`config.mk`:
```
export PLATFORM = sky130hd
export DESIGN_NAME = mem_arbiter_flat
export DESIGN_NICKNAME = d
export VERILOG_FILES = /design/src/rtl/mem_arbiter_if.sv /design/src/rtl/mem_arbiter.sv /design/src/flat_wrapper.sv
export SDC_FILE = /design/constraint.sdc
export NUM_CORES = 1
export LEC_CHECK = 0
export CAP_MARGIN = 20
export CORE_AREA = 2 2 93 95
export DETAILED_ROUTE_END_ITERATION = 16
export DIE_AREA = 0 0 95 97
export DONT_BUFFER_PORTS = 1
export GPL_TIMING_DRIVEN = 0
export PLACE_DENSITY = 0.42
export SLEW_MARGIN = 0
export SYNTH_ARGS = -nofsm -noshare
export SYNTH_HDL_FRONTEND = slang
export SYNTH_SLANG_ARGS = --single-unit
```
`constraint.sdc`:
```
create_clock -name i_Clk -period 2.7 [get_ports i_Clk]
set_input_delay 0.405 -clock i_Clk [delete_from_list [all_inputs] [get_ports i_Clk]]
set_output_delay 0.405 -clock i_Clk [all_outputs]
set_load 0.02 [all_outputs]
```
`src/rtl/mem_arbiter_if.sv`:
```
// rtl/mem_arbiter_if.sv - cache/memory burst bus bundle seen by the arbiter
// master: arbiter view; slave: the caches and memory controller view.
interface mem_arbiter_if #(
  parameter int DATA_WIDTH    = 32,
  parameter int ADDRESS_WIDTH = 21
);
  logic                   i_IC_MEM_Valid;
  logic [ADDRESS_WIDTH:0] i_IC_MEM_Address;
  logic                   o_IC_MEM_Valid;
  logic                   o_IC_MEM_Last;
  logic [DATA_WIDTH-1:0]  o_IC_MEM_Data;

  logic                   i_DC_MEM_Valid;
  logic                   i_DC_MEM_Read_Write_n;
  logic [ADDRESS_WIDTH:0] i_DC_MEM_Address;
  logic [DATA_WIDTH-1:0]  i_DC_MEM_Data;
  logic                   o_DC_MEM_Valid;
  logic                   o_DC_MEM_Last;
  logic [DATA_WIDTH-1:0]  o_DC_MEM_Data;

  logic                   o_MEM_Valid;
  logic                   o_MEM_Read_Write_n;
  logic [ADDRESS_WIDTH:0] o_MEM_Address;
  logic [DATA_WIDTH-1:0]  o_MEM_Data;
  logic                   i_MEM_Valid;
  logic                   i_MEM_Last;
  logic [DATA_WIDTH-1:0]  i_MEM_Data;

  logic [1:0]             o_Grant;
  logic                   o_Burst_Error;

  modport master (
    input  i_IC_MEM_Valid, i_IC_MEM_Address,
    output o_IC_MEM_Valid, o_IC_MEM_Last, o_IC_MEM_Data,
    input  i_DC_MEM_Valid, i_DC_MEM_Read_Write_n, i_DC_MEM_Address, i_DC_MEM_Data,
    output o_DC_MEM_Valid, o_DC_MEM_Last, o_DC_MEM_Data,
    output o_MEM_Valid, o_MEM_Read_Write_n, o_MEM_Address, o_MEM_Data,
    input  i_MEM_Valid, i_MEM_Last, i_MEM_Data,
    output o_Grant, o_Burst_Error
  );

  modport slave (
    output i_IC_MEM_Valid, i_IC_MEM_Address,
    input  o_IC_MEM_Valid, o_IC_MEM_Last, o_IC_MEM_Data,
    output i_DC_MEM_Valid, i_DC_MEM_Read_Write_n, i_DC_MEM_Address, i_DC_MEM_Data,
    input  o_DC_MEM_Valid, o_DC_MEM_Last, o_DC_MEM_Data,
    input  o_MEM_Valid, o_MEM_Read_Write_n, o_MEM_Address, o_MEM_Data,
    output i_MEM_Valid, i_MEM_Last, i_MEM_Data,
    input  o_Grant, o_Burst_Error
  );
endinterface

```
`src/rtl/mem_arbiter.sv`:
```
// rtl/mem_arbiter.sv - icache/dcache arbiter for one shared memory burst port
// MEM_ARB_ROUND_ROBIN_EN selects round-robin ties; otherwise dcache wins ties.
module mem_arbiter #(
  parameter int DATA_WIDTH    = 32,
  parameter int ADDRESS_WIDTH = 21,
  parameter int BURST_LEN     = 4
) (
  input logic           i_Clk,
  input logic           i_Reset_n,
  mem_arbiter_if.master bus
);

  typedef enum logic [1:0] {
    IDLE     = 2'b00,
    GRANT_IC = 2'b01,
    GRANT_DC = 2'b10
  } state_e;

  localparam logic [2:0] LAST_BEAT = 3'(BURST_LEN - 1);

  state_e     state_q, state_d;
  logic [2:0] count_q, count_d;
  logic       burst_err_q, burst_err_d;
  logic       pick_dc;
  logic       at_last_beat;

`ifdef MEM_ARB_ROUND_ROBIN_EN
  // 0 = icache served last, so the first tie after reset goes to the dcache.
  logic last_dc_q, last_dc_d;

  always_comb begin
    last_dc_d = last_dc_q;
    if (state_q == IDLE && state_d != IDLE) last_dc_d = (state_d == GRANT_DC);
  end

  always_ff @(posedge i_Clk or negedge i_Reset_n) begin
    if (!i_Reset_n) last_dc_q <= 1'b0;
    else            last_dc_q <= last_dc_d;
  end

  assign pick_dc = bus.i_DC_MEM_Valid && (!bus.i_IC_MEM_Valid || !last_dc_q);
`else
  assign pick_dc = bus.i_DC_MEM_Valid;
`endif

  assign at_last_beat = (count_q == LAST_BEAT);

  always_comb begin
    state_d     = state_q;
    count_d     = count_q;
    burst_err_d = burst_err_q;
    case (state_q)
      IDLE: begin
        if (pick_dc) begin
          state_d = GRANT_DC;
          count_d = 3'd0;
        end else if (bus.i_IC_MEM_Valid) begin
          state_d = GRANT_IC;
          count_d = 3'd0;
        end
      end
      default: begin
        if (bus.i_MEM_Valid) begin
          count_d = count_q + 3'd1;
          // Short burst (early Last) or over-long burst (no Last on final beat).
          if (bus.i_MEM_Last != at_last_beat) burst_err_d = 1'b1;
          if (bus.i_MEM_Last || at_last_beat) state_d = IDLE;
        end
      end
    endcase
  end

  always_ff @(posedge i_Clk or negedge i_Reset_n) begin
    if (!i_Reset_n) begin
      state_q     <= IDLE;
      count_q     <= 3'd0;
      burst_err_q <= 1'b0;
    end else begin
      state_q     <= state_d;
      count_q     <= count_d;
      burst_err_q <= burst_err_d;
    end
  end

  assign bus.o_IC_MEM_Data = bus.i_MEM_Data;
  assign bus.o_DC_MEM_Data = bus.i_MEM_Data;
  assign bus.o_Grant       = state_q;
  assign bus.o_Burst_Error = burst_err_q;

  always_comb begin
    bus.o_MEM_Valid        = 1'b0;
    bus.o_MEM_Read_Write_n = 1'b1;
    bus.o_MEM_Address      = '0;
    bus.o_MEM_Data         = '0;
    bus.o_IC_MEM_Valid     = 1'b0;
    bus.o_IC_MEM_Last      = 1'b0;
    bus.o_DC_MEM_Valid     = 1'b0;
    bus.o_DC_MEM_Last      = 1'b0;
    case (state_q)
      GRANT_IC: begin
        bus.o_MEM_Valid    = 1'b1;
        bus.o_MEM_Address  = bus.i_IC_MEM_Address;
        bus.o_IC_MEM_Valid = bus.i_MEM_Valid;
        bus.o_IC_MEM_Last  = bus.i_MEM_Last;
      end
      GRANT_DC: begin
        bus.o_MEM_Valid        = 1'b1;
        bus.o_MEM_Read_Write_n = bus.i_DC_MEM_Read_Write_n;
        bus.o_MEM_Address      = bus.i_DC_MEM_Address;
        bus.o_MEM_Data         = bus.i_DC_MEM_Data;
        bus.o_DC_MEM_Valid     = bus.i_MEM_Valid;
        bus.o_DC_MEM_Last      = bus.i_MEM_Last;
      end
      default: ;
    endcase
  end

endmodule
```
`src/flat_wrapper.sv`:
```
// flat-port wrapper written by rule: the top's interface ports become plain ports
module mem_arbiter_flat 
#(
  parameter int DATA_WIDTH    = 32,
  parameter int ADDRESS_WIDTH = 21,
  parameter int BURST_LEN     = 4
)
  (i_Clk, i_Reset_n, bus_i_IC_MEM_Valid, bus_i_IC_MEM_Address, bus_o_IC_MEM_Valid, bus_o_IC_MEM_Last, bus_o_IC_MEM_Data, bus_i_DC_MEM_Valid, bus_i_DC_MEM_Read_Write_n, bus_i_DC_MEM_Address, bus_i_DC_MEM_Data, bus_o_DC_MEM_Valid, bus_o_DC_MEM_Last, bus_o_DC_MEM_Data, bus_o_MEM_Valid, bus_o_MEM_Read_Write_n, bus_o_MEM_Address, bus_o_MEM_Data, bus_i_MEM_Valid, bus_i_MEM_Last, bus_i_MEM_Data, bus_o_Grant, bus_o_Burst_Error);
  mem_arbiter_if #(.DATA_WIDTH(DATA_WIDTH), .ADDRESS_WIDTH(ADDRESS_WIDTH)) bus_i ();
  input logic i_Clk;
  input logic i_Reset_n;
  input wire logic [$bits(bus_i.i_IC_MEM_Valid)-1:0] bus_i_IC_MEM_Valid;
  input wire logic [$bits(bus_i.i_IC_MEM_Address)-1:0] bus_i_IC_MEM_Address;
  output wire logic [$bits(bus_i.o_IC_MEM_Valid)-1:0] bus_o_IC_MEM_Valid;
  output wire logic [$bits(bus_i.o_IC_MEM_Last)-1:0] bus_o_IC_MEM_Last;
  output wire logic [$bits(bus_i.o_IC_MEM_Data)-1:0] bus_o_IC_MEM_Data;
  input wire logic [$bits(bus_i.i_DC_MEM_Valid)-1:0] bus_i_DC_MEM_Valid;
  input wire logic [$bits(bus_i.i_DC_MEM_Read_Write_n)-1:0] bus_i_DC_MEM_Read_Write_n;
  input wire logic [$bits(bus_i.i_DC_MEM_Address)-1:0] bus_i_DC_MEM_Address;
  input wire logic [$bits(bus_i.i_DC_MEM_Data)-1:0] bus_i_DC_MEM_Data;
  output wire logic [$bits(bus_i.o_DC_MEM_Valid)-1:0] bus_o_DC_MEM_Valid;
  output wire logic [$bits(bus_i.o_DC_MEM_Last)-1:0] bus_o_DC_MEM_Last;
  output wire logic [$bits(bus_i.o_DC_MEM_Data)-1:0] bus_o_DC_MEM_Data;
  output wire logic [$bits(bus_i.o_MEM_Valid)-1:0] bus_o_MEM_Valid;
  output wire logic [$bits(bus_i.o_MEM_Read_Write_n)-1:0] bus_o_MEM_Read_Write_n;
  output wire logic [$bits(bus_i.o_MEM_Address)-1:0] bus_o_MEM_Address;
  output wire logic [$bits(bus_i.o_MEM_Data)-1:0] bus_o_MEM_Data;
  input wire logic [$bits(bus_i.i_MEM_Valid)-1:0] bus_i_MEM_Valid;
  input wire logic [$bits(bus_i.i_MEM_Last)-1:0] bus_i_MEM_Last;
  input wire logic [$bits(bus_i.i_MEM_Data)-1:0] bus_i_MEM_Data;
  output wire logic [$bits(bus_i.o_Grant)-1:0] bus_o_Grant;
  output wire logic [$bits(bus_i.o_Burst_Error)-1:0] bus_o_Burst_Error;
  assign bus_i.i_IC_MEM_Valid = bus_i_IC_MEM_Valid;
  assign bus_i.i_IC_MEM_Address = bus_i_IC_MEM_Address;
  assign bus_o_IC_MEM_Valid = bus_i.o_IC_MEM_Valid;
  assign bus_o_IC_MEM_Last = bus_i.o_IC_MEM_Last;
  assign bus_o_IC_MEM_Data = bus_i.o_IC_MEM_Data;
  assign bus_i.i_DC_MEM_Valid = bus_i_DC_MEM_Valid;
  assign bus_i.i_DC_MEM_Read_Write_n = bus_i_DC_MEM_Read_Write_n;
  assign bus_i.i_DC_MEM_Address = bus_i_DC_MEM_Address;
  assign bus_i.i_DC_MEM_Data = bus_i_DC_MEM_Data;
  assign bus_o_DC_MEM_Valid = bus_i.o_DC_MEM_Valid;
  assign bus_o_DC_MEM_Last = bus_i.o_DC_MEM_Last;
  assign bus_o_DC_MEM_Data = bus_i.o_DC_MEM_Data;
  assign bus_o_MEM_Valid = bus_i.o_MEM_Valid;
  assign bus_o_MEM_Read_Write_n = bus_i.o_MEM_Read_Write_n;
  assign bus_o_MEM_Address = bus_i.o_MEM_Address;
  assign bus_o_MEM_Data = bus_i.o_MEM_Data;
  assign bus_i.i_MEM_Valid = bus_i_MEM_Valid;
  assign bus_i.i_MEM_Last = bus_i_MEM_Last;
  assign bus_i.i_MEM_Data = bus_i_MEM_Data;
  assign bus_o_Grant = bus_i.o_Grant;
  assign bus_o_Burst_Error = bus_i.o_Burst_Error;
  mem_arbiter #(.DATA_WIDTH(DATA_WIDTH), .ADDRESS_WIDTH(ADDRESS_WIDTH), .BURST_LEN(BURST_LEN)) u_core (.i_Clk(i_Clk), .i_Reset_n(i_Reset_n), .bus(bus_i));
endmodule
```
Yosys cells after proc, flatten, opt, wreduce, memory -nomap -nowiden
Cells that the tools add are included.
{"block": "totals", "regBits": 6, "in_bits": 115}
{"block": "op_classes", "addsub": 1, "muxes": 17, "bitwise_logic": 1, "n_eq_ne": 5, "n_reduce_logical": 8}
{"operator": "$pmux 22 s2", "n": 1}
{"operator": "$mux 32", "n": 1}
{"operator": "$mux 3", "n": 4}
{"operator": "$mux 2", "n": 5}
{"operator": "$mux 1", "n": 6}
{"operator": "$reduce_and 3->1", "n": 2}
{"operator": "$reduce_bool 2->1", "n": 2}
{"operator": "$add 3x1->3 const B", "n": 1}
{"operator": "$eq 3x2->1 const B", "n": 1}
{"operator": "$ne 3x3->1 const B", "n": 1}
{"operator": "$eq 2x1->1 const B", "n": 1}
{"operator": "$eq 2x2->1 const B", "n": 1}
{"operator": "$logic_not 2->1", "n": 1}
{"operator": "$reduce_and 2->1", "n": 1}
{"operator": "$reduce_or 2->1", "n": 1}
{"operator": "$logic_or 1x1->1", "n": 1}
{"operator": "$ne 1x1->1", "n": 1}
{"operator": "$not 1->1", "n": 1}

Logic depth before layout (Yosys ltp)
Gate-level depths: netlist of run 1.
{"block": "depth", "word_depth": 5, "mapped_depth": 7, "mapped_depth_nobuf": 7}

Worst setup path before layout of run 1
Ideal clock, no wire load.
{"block": "synth_timing", "path_kind": "reg-to-output", "startpoint": "register u_core.state_q[1] (netlist: u_core.bus.o_Grant[1])", "endpoint": "output bus_o_MEM_Address[0]", "n_path_buf": 1, "path_slack_ns": 0.712, "path_stages_with_launch": 5, "t_arrival_ns": 1.583, "cell_sequence": "dfrtp_1 inv_1 ha_1 clkbuf_1 nor2b_1"}
{"block": "synth_via", "elab_chain_cells": 2, "word_cells_on_any_way": 3, "classes_between": "eq/ne (2); mux (1)"}
{"element": "from (decl)", "line_no": "mem_arbiter.sv:21", "source": "state_e state_q, state_d;"}
{"element": "from (signal assigned)", "line_no": "mem_arbiter.sv:79", "source": "state_q <= state_d;"}
{"element": "$eq 2x2->1 or $eq 2x1->1 (tied branches)", "line_no": "mem_arbiter.sv:99", "source": "case (state_q)"}
{"element": "$pmux 22 s2 (*)", "line_no": "mem_arbiter.sv:99"}
{"element": "to (decl)", "line_no": "flat_wrapper.sv:26", "source": "output wire logic [$bits(bus_i.o_MEM_Address)-1:0] bus_o_MEM_Address;"}
Mark *: on every way between the ends. The rest lies on a longest branch, timed or not.

Worst setup path in the final report of run 1
{"block": "layout_timing", "startpoint": "register u_core.state_q[0] (netlist: u_core.bus.o_Grant[0])", "endpoint": "output bus_o_MEM_Address[6]"}
Same word-level chain as after synthesis.

==> metrics.sh, run 1 <==
FINAL.PERIOD_UTILIZATION=0.946
GLOBALROUTE.TOTALOVERFLOW=0
PLACE_WS_PS=294
CRITPATHSLOWESTCELL='sky130_fd_sc_hd__ha_1'
WORSTSKEWPAIRLATENCY_PS=220
NUM_VIAS=1257
PART_OF_THE_YOSYS_AREA_USED_FOR_SEQUENTIAL_ELEMENTS=0.103
DP_HPWL_MM=4.34
FINALWORSTSETUPSLACK_PS=145
CLOCKROOTBUFFER='sky130_fd_sc_hd__clkbuf_8'
WORSTSETUPPATHTYPE='reg2out'
GRT_FIRST_PASS_WIRELENGTH_MM=6.16
WL_PER_CELL_UM=16.2
MAXIMUM_NUMBER_OF_PINS_ON_ONE_NET_BEFORE_GLOBAL_ROUTE_REPAIR=11
FINISH.UTILIZATION=0.203
TIMING.SLEW.HEADROOM=0.685
SETUP.WORST_PATH.START_CLASS='flip-flop'
NETLIST_AREA_UM2=1460
SKEW_PS=0.783
YOSYSTOPAREACELLSHARE=0.360
CELLPOWERDENSITY_nW_PER_UM2=1100
CLKSLEWWORSTSETUPHOLDPATHS_PS=40
INSTANCES_NO_FILL=306
CTS_SINKS=6
FINAL_HOLD_VIOL_COUNT=0
FIRST_GLOBAL_VIAS=1041
ROUTED_VIA_DENSITY=4.11
SYNTH_FLOP_CELL='sky130_fd_sc_hd__dfrtp_1'
SYNTH_ASYNC_SR_FLOP_SHARE=1.00
GLOBALPLACE.CONGESTION=0.783
CORE_REGION_AREA_UM2=8130
RUN_STATUS='completed'
POST-ROUTE-MIN-PERIOD_PS=2560
SETUP_VIOL=0
SYNTH_ENABLE_FLOP_CELLS=0
YOSYSWARNINGCOUNT=0
SYNTH.DISTINCT_CELLS=22
SYNTH.MOST_COMMON_CELL='sky130_fd_sc_hd__buf_4'
DIE_HEIGHT_UM=97
PLACEMENT.CELL_AREA_UM2=1590
YOSYS.AREA.TOP_TYPE='sky130_fd_sc_hd__buf_4'
GR_UTIL_ALL_LAYERS=0.0879
SYN2LAYOUT_AREA_GROWTH_PCT=13.2
RSZ0062_AT_GRT='yes'
COUNT_OF_INPUT_AND_OUTPUT_BUFFERS=0
ROWS=33
PATH_MAX_FANOUT=10
CPPEAKSTAGEDELAY_PS=520
SYNTH_SEQ_CELLS=6
ROUTE.ANTENNA.REMAINING_NETS=0
WORST_SETUP_END_KIND='output port'
WORST_HOLD_PATH_TYPE='in2reg'
LAYOUT_CELL_SHARE_WITH_DRIVE_STRENGTH_BEYOND_1=0.392
CTS_SETUP_BUFFERS=0
FMAX_MHz=391
REQUIRED_PS=2300
SYNTHESIS.AREA_PER_INSTANCE_UM2=7.49
CLOCK_TREE.HTREE_LEVEL_COUNT=1
FLOORPLAN.IO_PINS=242
TIMING_MAX_TRANSITION_VIOLATIONS_FINAL=0
DESIGN_AREA_UM2=1650
CTS.PATH.MAX_BUFFERS=2
SIGNAL_ARRIVAL_TIME_AT_THE_WORST_ENDPOINT_PS=2150
TIMING.MAX_CAP.VIOLATIONS=0
VDD_DROP_MAX_V=0.000352
LAYOUT.NETS=322
CRIT_CHAIN='inv_1 > ha_1 > clkbuf_1 > nor2b_1'
DRT_ITER0_DRC=45
REPORTED_LEAKAGE_POWER_nW=0.738
CLOCK_TREE_FROM_TRITONCTS='yes'
DIE_WIDTH_UM=95
FILLERINSTANCES=898
TRITONCTS.NUM_BUFFERS=3
SYNTH_COMMON_CELLS='sky130_fd_sc_hd__buf_4 (70), sky130_fd_sc_hd__and2_1 (36), sky130_fd_sc_hd__nor2b_1 (23), sky130_fd_sc_hd__a22oi_1 (22)'
TIGHTESTPINTRANSITION_PS=471
DRT_WL_TOTAL_MM=4.97
SYNTH_CELLS=195
DIE_AREA_UM2=9220
GRT_ANTENNA_BEFORE_REPAIR=2
FLOORPLAN.INITIALDENSITY=0.180
LARGEST_CELLS_BY_AREA_AFTER_SYNTHESIS='sky130_fd_sc_hd__buf_4 (36%), sky130_fd_sc_hd__and2_1 (15%), sky130_fd_sc_hd__a22oi_1 (11%), sky130_fd_sc_hd__dfrtp_1 (10%), sky130_fd_sc_hd__nor2b_1 (9.8%)'
DP_CELLS=300
DRC=0
MAPPEDNETLISTNETS=316
FIRSTDRTPASSITERS=4
[cell families (layout without fill, tap and decap cells)]
kind of cell,Yosys count,count (layout),synth area share
simple gates,69,69,0.288
buf+inv,81,85,0.399
compound gates,31,31,0.146
mux,1,1,0.00685
fa+ha+maj,6,6,0.0514
other cells,0,2,0
xor+xnor,1,1,0.00599
flops,6,6,0.103
[repair_timing]
item	in CTS	in global routing
endpoints found under the hold margin	6	0
resized for setup	0	2
hold buffers	1	0
setup endpoints to repair	0	10
[worst paths after layout]
check | from | end | slack [ps] | depth (start not counted)
worst max-delay path | u_core.bus.o_Grant[0]$_DFFE_PN0P_ | bus_o_MEM_Address[6] | 140 | 4
worst min-delay path | bus_i_DC_MEM_Valid | u_core.bus.o_Grant[1]$_DFFE_PN0P_ | 350 | 2
worst max register to register | u_core.bus.o_Grant[0]$_DFFE_PN0P_ | u_core.count_q[2]$_DFFE_PN0P_ | 1280 | 5
worst min register to register | u_core.count_q[2]$_DFFE_PN0P_ | u_core.count_q[2]$_DFFE_PN0P_ | 500 | 2
max in group asynchronous | i_Reset_n | u_core.bus.o_Grant[1]$_DFFE_PN0P_ | 1980 | 1
min in group asynchronous | i_Reset_n | u_core.bus.o_Grant[0]$_DFFE_PN0P_ | 500 | 1
[state kept, by name (all words and copies together) (netlist names)]
| signal | flops |
|---|---|
| u_core.count_q | 3 |
| u_core.bus.o_Grant | 2 |
| u_core.bus.o_Burst_Error | 1 |
[layer usage]
metal,GRT usage,vias to the layer above,routed length (µm)
met5,0,-,0
met4,0.0212,0,27
met3,0.0319,2,621
met2,0.159,108,2580
met1,0.0957,568,1740
li1,-,579,-
[through the flow]
stage	hold WS, ps	power, mW	setup TNS [ps]
2_1_floorplan	109	1.44	0
3_3_place_gp	110	1.70	0
3_5_place_dp	110	1.70	0
4_1_cts	343	1.85	0
5_1_grt	371	1.97	-60.0
6_report	353	1.81	0
[report_power, final]
group,internal (mW),total (mW),switching (mW),leakage [nW]
Combinational,0.500,1.51,1.01,0.643
Clock,0.0958,0.135,0.0390,0.0216
Sequential,0.120,0.170,0.0495,0.0736
Total,0.716,1.81,1.10,0.738
[layout by cell type, fill, tap and decap left out]
cell and count:
sky130_fd_sc_hd__buf_4 70, sky130_fd_sc_hd__dfrtp_1 6, sky130_fd_sc_hd__nor2b_2 2, sky130_fd_sc_hd__nor2b_1 21
sky130_fd_sc_hd__ha_1 6, sky130_fd_sc_hd__mux2i_1 1, sky130_fd_sc_hd__inv_1 6, sky130_fd_sc_hd__buf_6 2
sky130_fd_sc_hd__o22ai_1 1, sky130_fd_sc_hd__o21ai_0 4, sky130_fd_sc_hd__clkbuf_1 2, sky130_fd_sc_hd__nand2b_1 3
sky130_fd_sc_hd__diode_2 2, sky130_fd_sc_hd__nand2_1 2, sky130_fd_sc_hd__buf_2 1, sky130_fd_sc_hd__xnor2_1 1
sky130_fd_sc_hd__o21bai_1 1, sky130_fd_sc_hd__clkbuf_8 3, sky130_fd_sc_hd__a22oi_1 22, sky130_fd_sc_hd__dlygate4sd3_1 1
sky130_fd_sc_hd__nor2_1 2, sky130_fd_sc_hd__o21ai_1 2, sky130_fd_sc_hd__a21oi_1 1, sky130_fd_sc_hd__nand3_1 2
sky130_fd_sc_hd__and2_1 36, sky130_fd_sc_hd__nand3b_1 1
[area by class of cell]
cell class | instances | area [µm²] | area share
multi-input cells | 108 | 733 | 0.443
plain buffers | 75 | 561 | 0.339
flip-flops and latches | 6 | 150 | 0.0908
well taps | 105 | 131 | 0.0794
clock buffers | 3 | 41.3 | 0.0250
inverters | 6 | 22.5 | 0.0136
repair buffers | 1 | 10.0 | 0.00605
diodes | 2 | 5.00 | 0.00303
[critical path, delay by kind of cell, from the launching register on]
family	cells	cell delay (ps)
adders and majority gates	1	520
and+or+nand+nor	1	450
buffers and inverters	2	470
DFF	1	490
Power figures use the tool's default switching activity.
==> run 2: changes to the inputs <==
--- a/config.mk
+++ b/config.mk
@@ -10,8 +10,9 @@
 export DETAILED_ROUTE_END_ITERATION = 16
 export DIE_AREA = 0 0 95 97
 export DONT_BUFFER_PORTS = 1
+export GPL_ROUTABILITY_DRIVEN = 1
 export GPL_TIMING_DRIVEN = 0
-export PLACE_DENSITY = 0.42
+export PLACE_DENSITY_LB_ADDON = 0.15
 export SLEW_MARGIN = 0
 export SYNTH_ARGS = -nofsm -noshare
 export SYNTH_HDL_FRONTEND = slang
==> metrics.sh, run 2 (same netlist as run 1, synthesis figures left out) <==
REQUIRED_PS=2300  # about the same
DIE_WIDTH_UM=95  # unchanged
WORST_SETUP_END_KIND='output port'  # unchanged
REPORTED_LEAKAGE_POWER_nW=0.744  # was 0.738 nW
CLOCKROOTBUFFER='sky130_fd_sc_hd__clkbuf_8'  # unchanged
REGTOREGSTARTPOINT='u_core.bus.o_Grant[1]$_DFFE_PN0P_'  # was u_core.bus.o_Grant[0]$_DFFE_PN0P_
LARGEST_REGISTER_FFS=3  # unchanged
CELLPOWERDENSITY_nW_PER_UM2=1110  # was 1100 nW/µm²
DIE_HEIGHT_UM=97  # unchanged
TIMING.SLEW.HEADROOM=0.697  # was 0.685
GRT_FIRST_PASS_WIRELENGTH_MM=6.69  # was 6.16 mm
CLOCK_TREE_FROM_TRITONCTS='yes'  # unchanged
SYN2LAYOUT_AREA_GROWTH_PCT=14.0  # was 13.2%
DRT_ITER0_DRC=17  # was 45
FINAL.PERIOD_UTILIZATION=0.945  # was 0.946
ROWS=33  # unchanged
PATH_MAX_FANOUT=10  # unchanged
POST-ROUTE-MIN-PERIOD_PS=2550  # was 2560 ps
RSZ0062_AT_GRT='yes'  # unchanged
MAXIMUM_NUMBER_OF_PINS_ON_ONE_NET_BEFORE_GLOBAL_ROUTE_REPAIR=11  # unchanged
FMAX_MHz=392  # was 391 MHz
FLOORPLAN.INITIALDENSITY=0.180  # unchanged
VDD_DROP_MAX_V=0.000399  # was 0.000352 V
ROUTED_VIA_DENSITY=4.10  # was 4.11
DP_HPWL_MM=4.54  # was 4.34 mm
NUM_ANTENNA_CELLS=0  # was 2
WHS_PS=342  # was 353 ps
FINAL_HOLD_VIOL_COUNT=0  # unchanged
FINISH.UTILIZATION=0.205  # was 0.203
REGTOREGSETUPSLACK_PS=1250  # was 1280 ps
TRITONCTS.NUM_BUFFERS=3  # unchanged
TIMING.MAX_CAP.VIOLATIONS=0  # unchanged
CTS_SINKS=6  # unchanged
CLKSLEWWORSTSETUPHOLDPATHS_PS=30  # was 40 ps
NUM_VIAS=1247  # was 1257
MOST_FREQUENT_STANDARD_CELL_IN_THE_LAYOUT_EXCLUDING_FILL_AND_TAP_CELLS='sky130_fd_sc_hd__buf_4'  # unchanged
WORSTSETUPPATHTYPE='reg2out'  # unchanged
RUN_STATUS='completed'  # unchanged
FIRST_GLOBAL_VIAS=1199  # was 1041
SKEW_PS=0.345  # was 0.783 ps
MIN_FROM='bus_i_IC_MEM_Valid'  # was bus_i_DC_MEM_Valid
CTS_SETUP_BUFFERS=0  # unchanged
PLACE_WS_PS=270  # was 294 ps
GRT_ANTENNA_BEFORE_REPAIR=0  # was 2
CP-STARTPOINT='u_core.bus.o_Grant[1]$_DFFE_PN0P_'  # was u_core.bus.o_Grant[0]$_DFFE_PN0P_
FILLERINSTANCES=932  # was 898
FIRSTDRTPASSITERS=4  # unchanged
DIE_AREA_UM2=9220  # unchanged
CTS.PATH.MAX_BUFFERS=2  # unchanged
DRT_WL_TOTAL_MM=5.12  # was 4.97 mm
GLOBALPLACE.CONGESTION=0.751  # was 0.783
DRC=0  # unchanged
SETUP_VIOL=0  # unchanged
WORSTSKEWPAIRLATENCY_PS=220  # about the same
FLOORPLAN.IO_PINS=242  # unchanged
COUNT_OF_INPUT_AND_OUTPUT_BUFFERS=0  # unchanged
LAYOUT.CELLS.MOST_COMMON_LIST='sky130_fd_sc_hd__buf_4 (70), sky130_fd_sc_hd__and2_1 (36), sky130_fd_sc_hd__a22oi_1 (22)'  # unchanged
CLOCK_TREE.HTREE_LEVEL_COUNT=1  # unchanged
TIMING_MAX_TRANSITION_VIOLATIONS_FINAL=0  # unchanged
ROUTE.ANTENNA.REMAINING_NETS=0  # unchanged
SETUP.WORST_PATH.START_CLASS='flip-flop'  # unchanged
GLOBALROUTE.TOTALOVERFLOW=0  # unchanged
WORST_HOLD_PATH_TYPE='in2reg'  # unchanged
LAYOUT_CELL_SHARE_WITH_DRIVE_STRENGTH_BEYOND_1=0.427  # was 0.392
LAYOUT.NETS=322  # unchanged
LARGEST-REGISTER='u_core.count_q'  # unchanged
FINALWORSTSETUPSLACK_PS=148  # was 145 ps
GR_UTIL_ALL_LAYERS=0.0944  # was 0.0879
TIGHTESTPINTRANSITION_PS=454  # was 471 ps
WL_PER_CELL_UM=16.8  # was 16.2 µm
SIGNAL_ARRIVAL_TIME_AT_THE_WORST_ENDPOINT_PS=2150  # about the same
POST_ROUTE_SETUP_TNS_PS=0  # unchanged
CORE_REGION_AREA_UM2=8130  # unchanged
[run 2: cell count changes in the layout (fill, tap and decap cells not counted)]
| cell | before | now |
|---|---|---|
| sky130_fd_sc_hd__diode_2 | 2 | 0 |
| sky130_fd_sc_hd__nor2b_2 | 2 | 9 |
| sky130_fd_sc_hd__nor2b_1 | 21 | 14 |
[run 2: cell type report]
| class | count | area, µm² | share of cell area |
|---|---|---|---|
| Multi-Input combinational cell | 108 | 751 | 0.450 |
| Buffer | 75 | 561 | 0.336 |
| Tap cell | 105 | 131 | 0.0788 |
| Timing Repair Buffer | 1 | 10.0 | 0.00601 |
| Sequential cell | 6 | 150 | 0.0901 |
| Inverter | 6 | 22.5 | 0.0135 |
| Clock buffer | 3 | 41.3 | 0.0248 |
[run 2: metrics by stage]
stage / cell area [µm²] / std cells / total power, mW
after floorplan: 1460 / 195 / 1.44
after global placement: 1590 / 300 / 1.71
after detailed placement: 1590 / 300 / 1.72
after CTS: 1640 / 304 / 1.86
after global routing: 1670 / 304 / 2.00
final: 1670 / 304 / 1.84
[run 2: power by group]
group / leakage (nW) / switching [mW] / internal [mW]
Clock: 0.0216 / 0.0364 / 0.0956
Combinational: 0.649 / 1.02 / 0.519
Sequential: 0.0736 / 0.0529 / 0.120
Total: 0.744 / 1.11 / 0.735
[run 2: final timing paths]
| kind | to | cells after the start |
|---|---|---|
| setup / recovery | bus_o_MEM_Address[15] | 4 |
| hold / removal | u_core.bus.o_Grant[0]$_DFFE_PN0P_ | 2 |
| setup reg to reg | u_core.bus.o_Grant[0]$_DFFE_PN0P_ | 5 |
| hold reg to reg | u_core.count_q[2]$_DFFE_PN0P_ | 2 |
| max in group asynchronous | u_core.bus.o_Grant[0]$_DFFE_PN0P_ | 1 |
| min in group asynchronous | u_core.count_q[2]$_DFFE_PN0P_ | 1 |
[run 2: per-layer routing]
layer / share of wire / GRT usage / vias up
li1: - / - / 577
met1: 0.32 / 0.0933 / 571
met2: 0.56 / 0.191 / 99
met3: 0.12 / 0.0335 / 0
met4: 0 / 0.00334 / 0
met5: 0 / 0 / -
[run 2: timing repair]
item	4_1_cts	5_1_grt
gates resized for setup	0	9
endpoints found under the setup margin	0	13
endpoints found under the hold margin	6	0
hold buffers	1	0
[run 2: worst max-delay path, cell delays in order, from the launching register on]
cell and delay (ps):
sky130_fd_sc_hd__dfrtp_1 550, sky130_fd_sc_hd__inv_1 120, sky130_fd_sc_hd__ha_1 490, sky130_fd_sc_hd__clkbuf_1 320
sky130_fd_sc_hd__nor2b_1 450
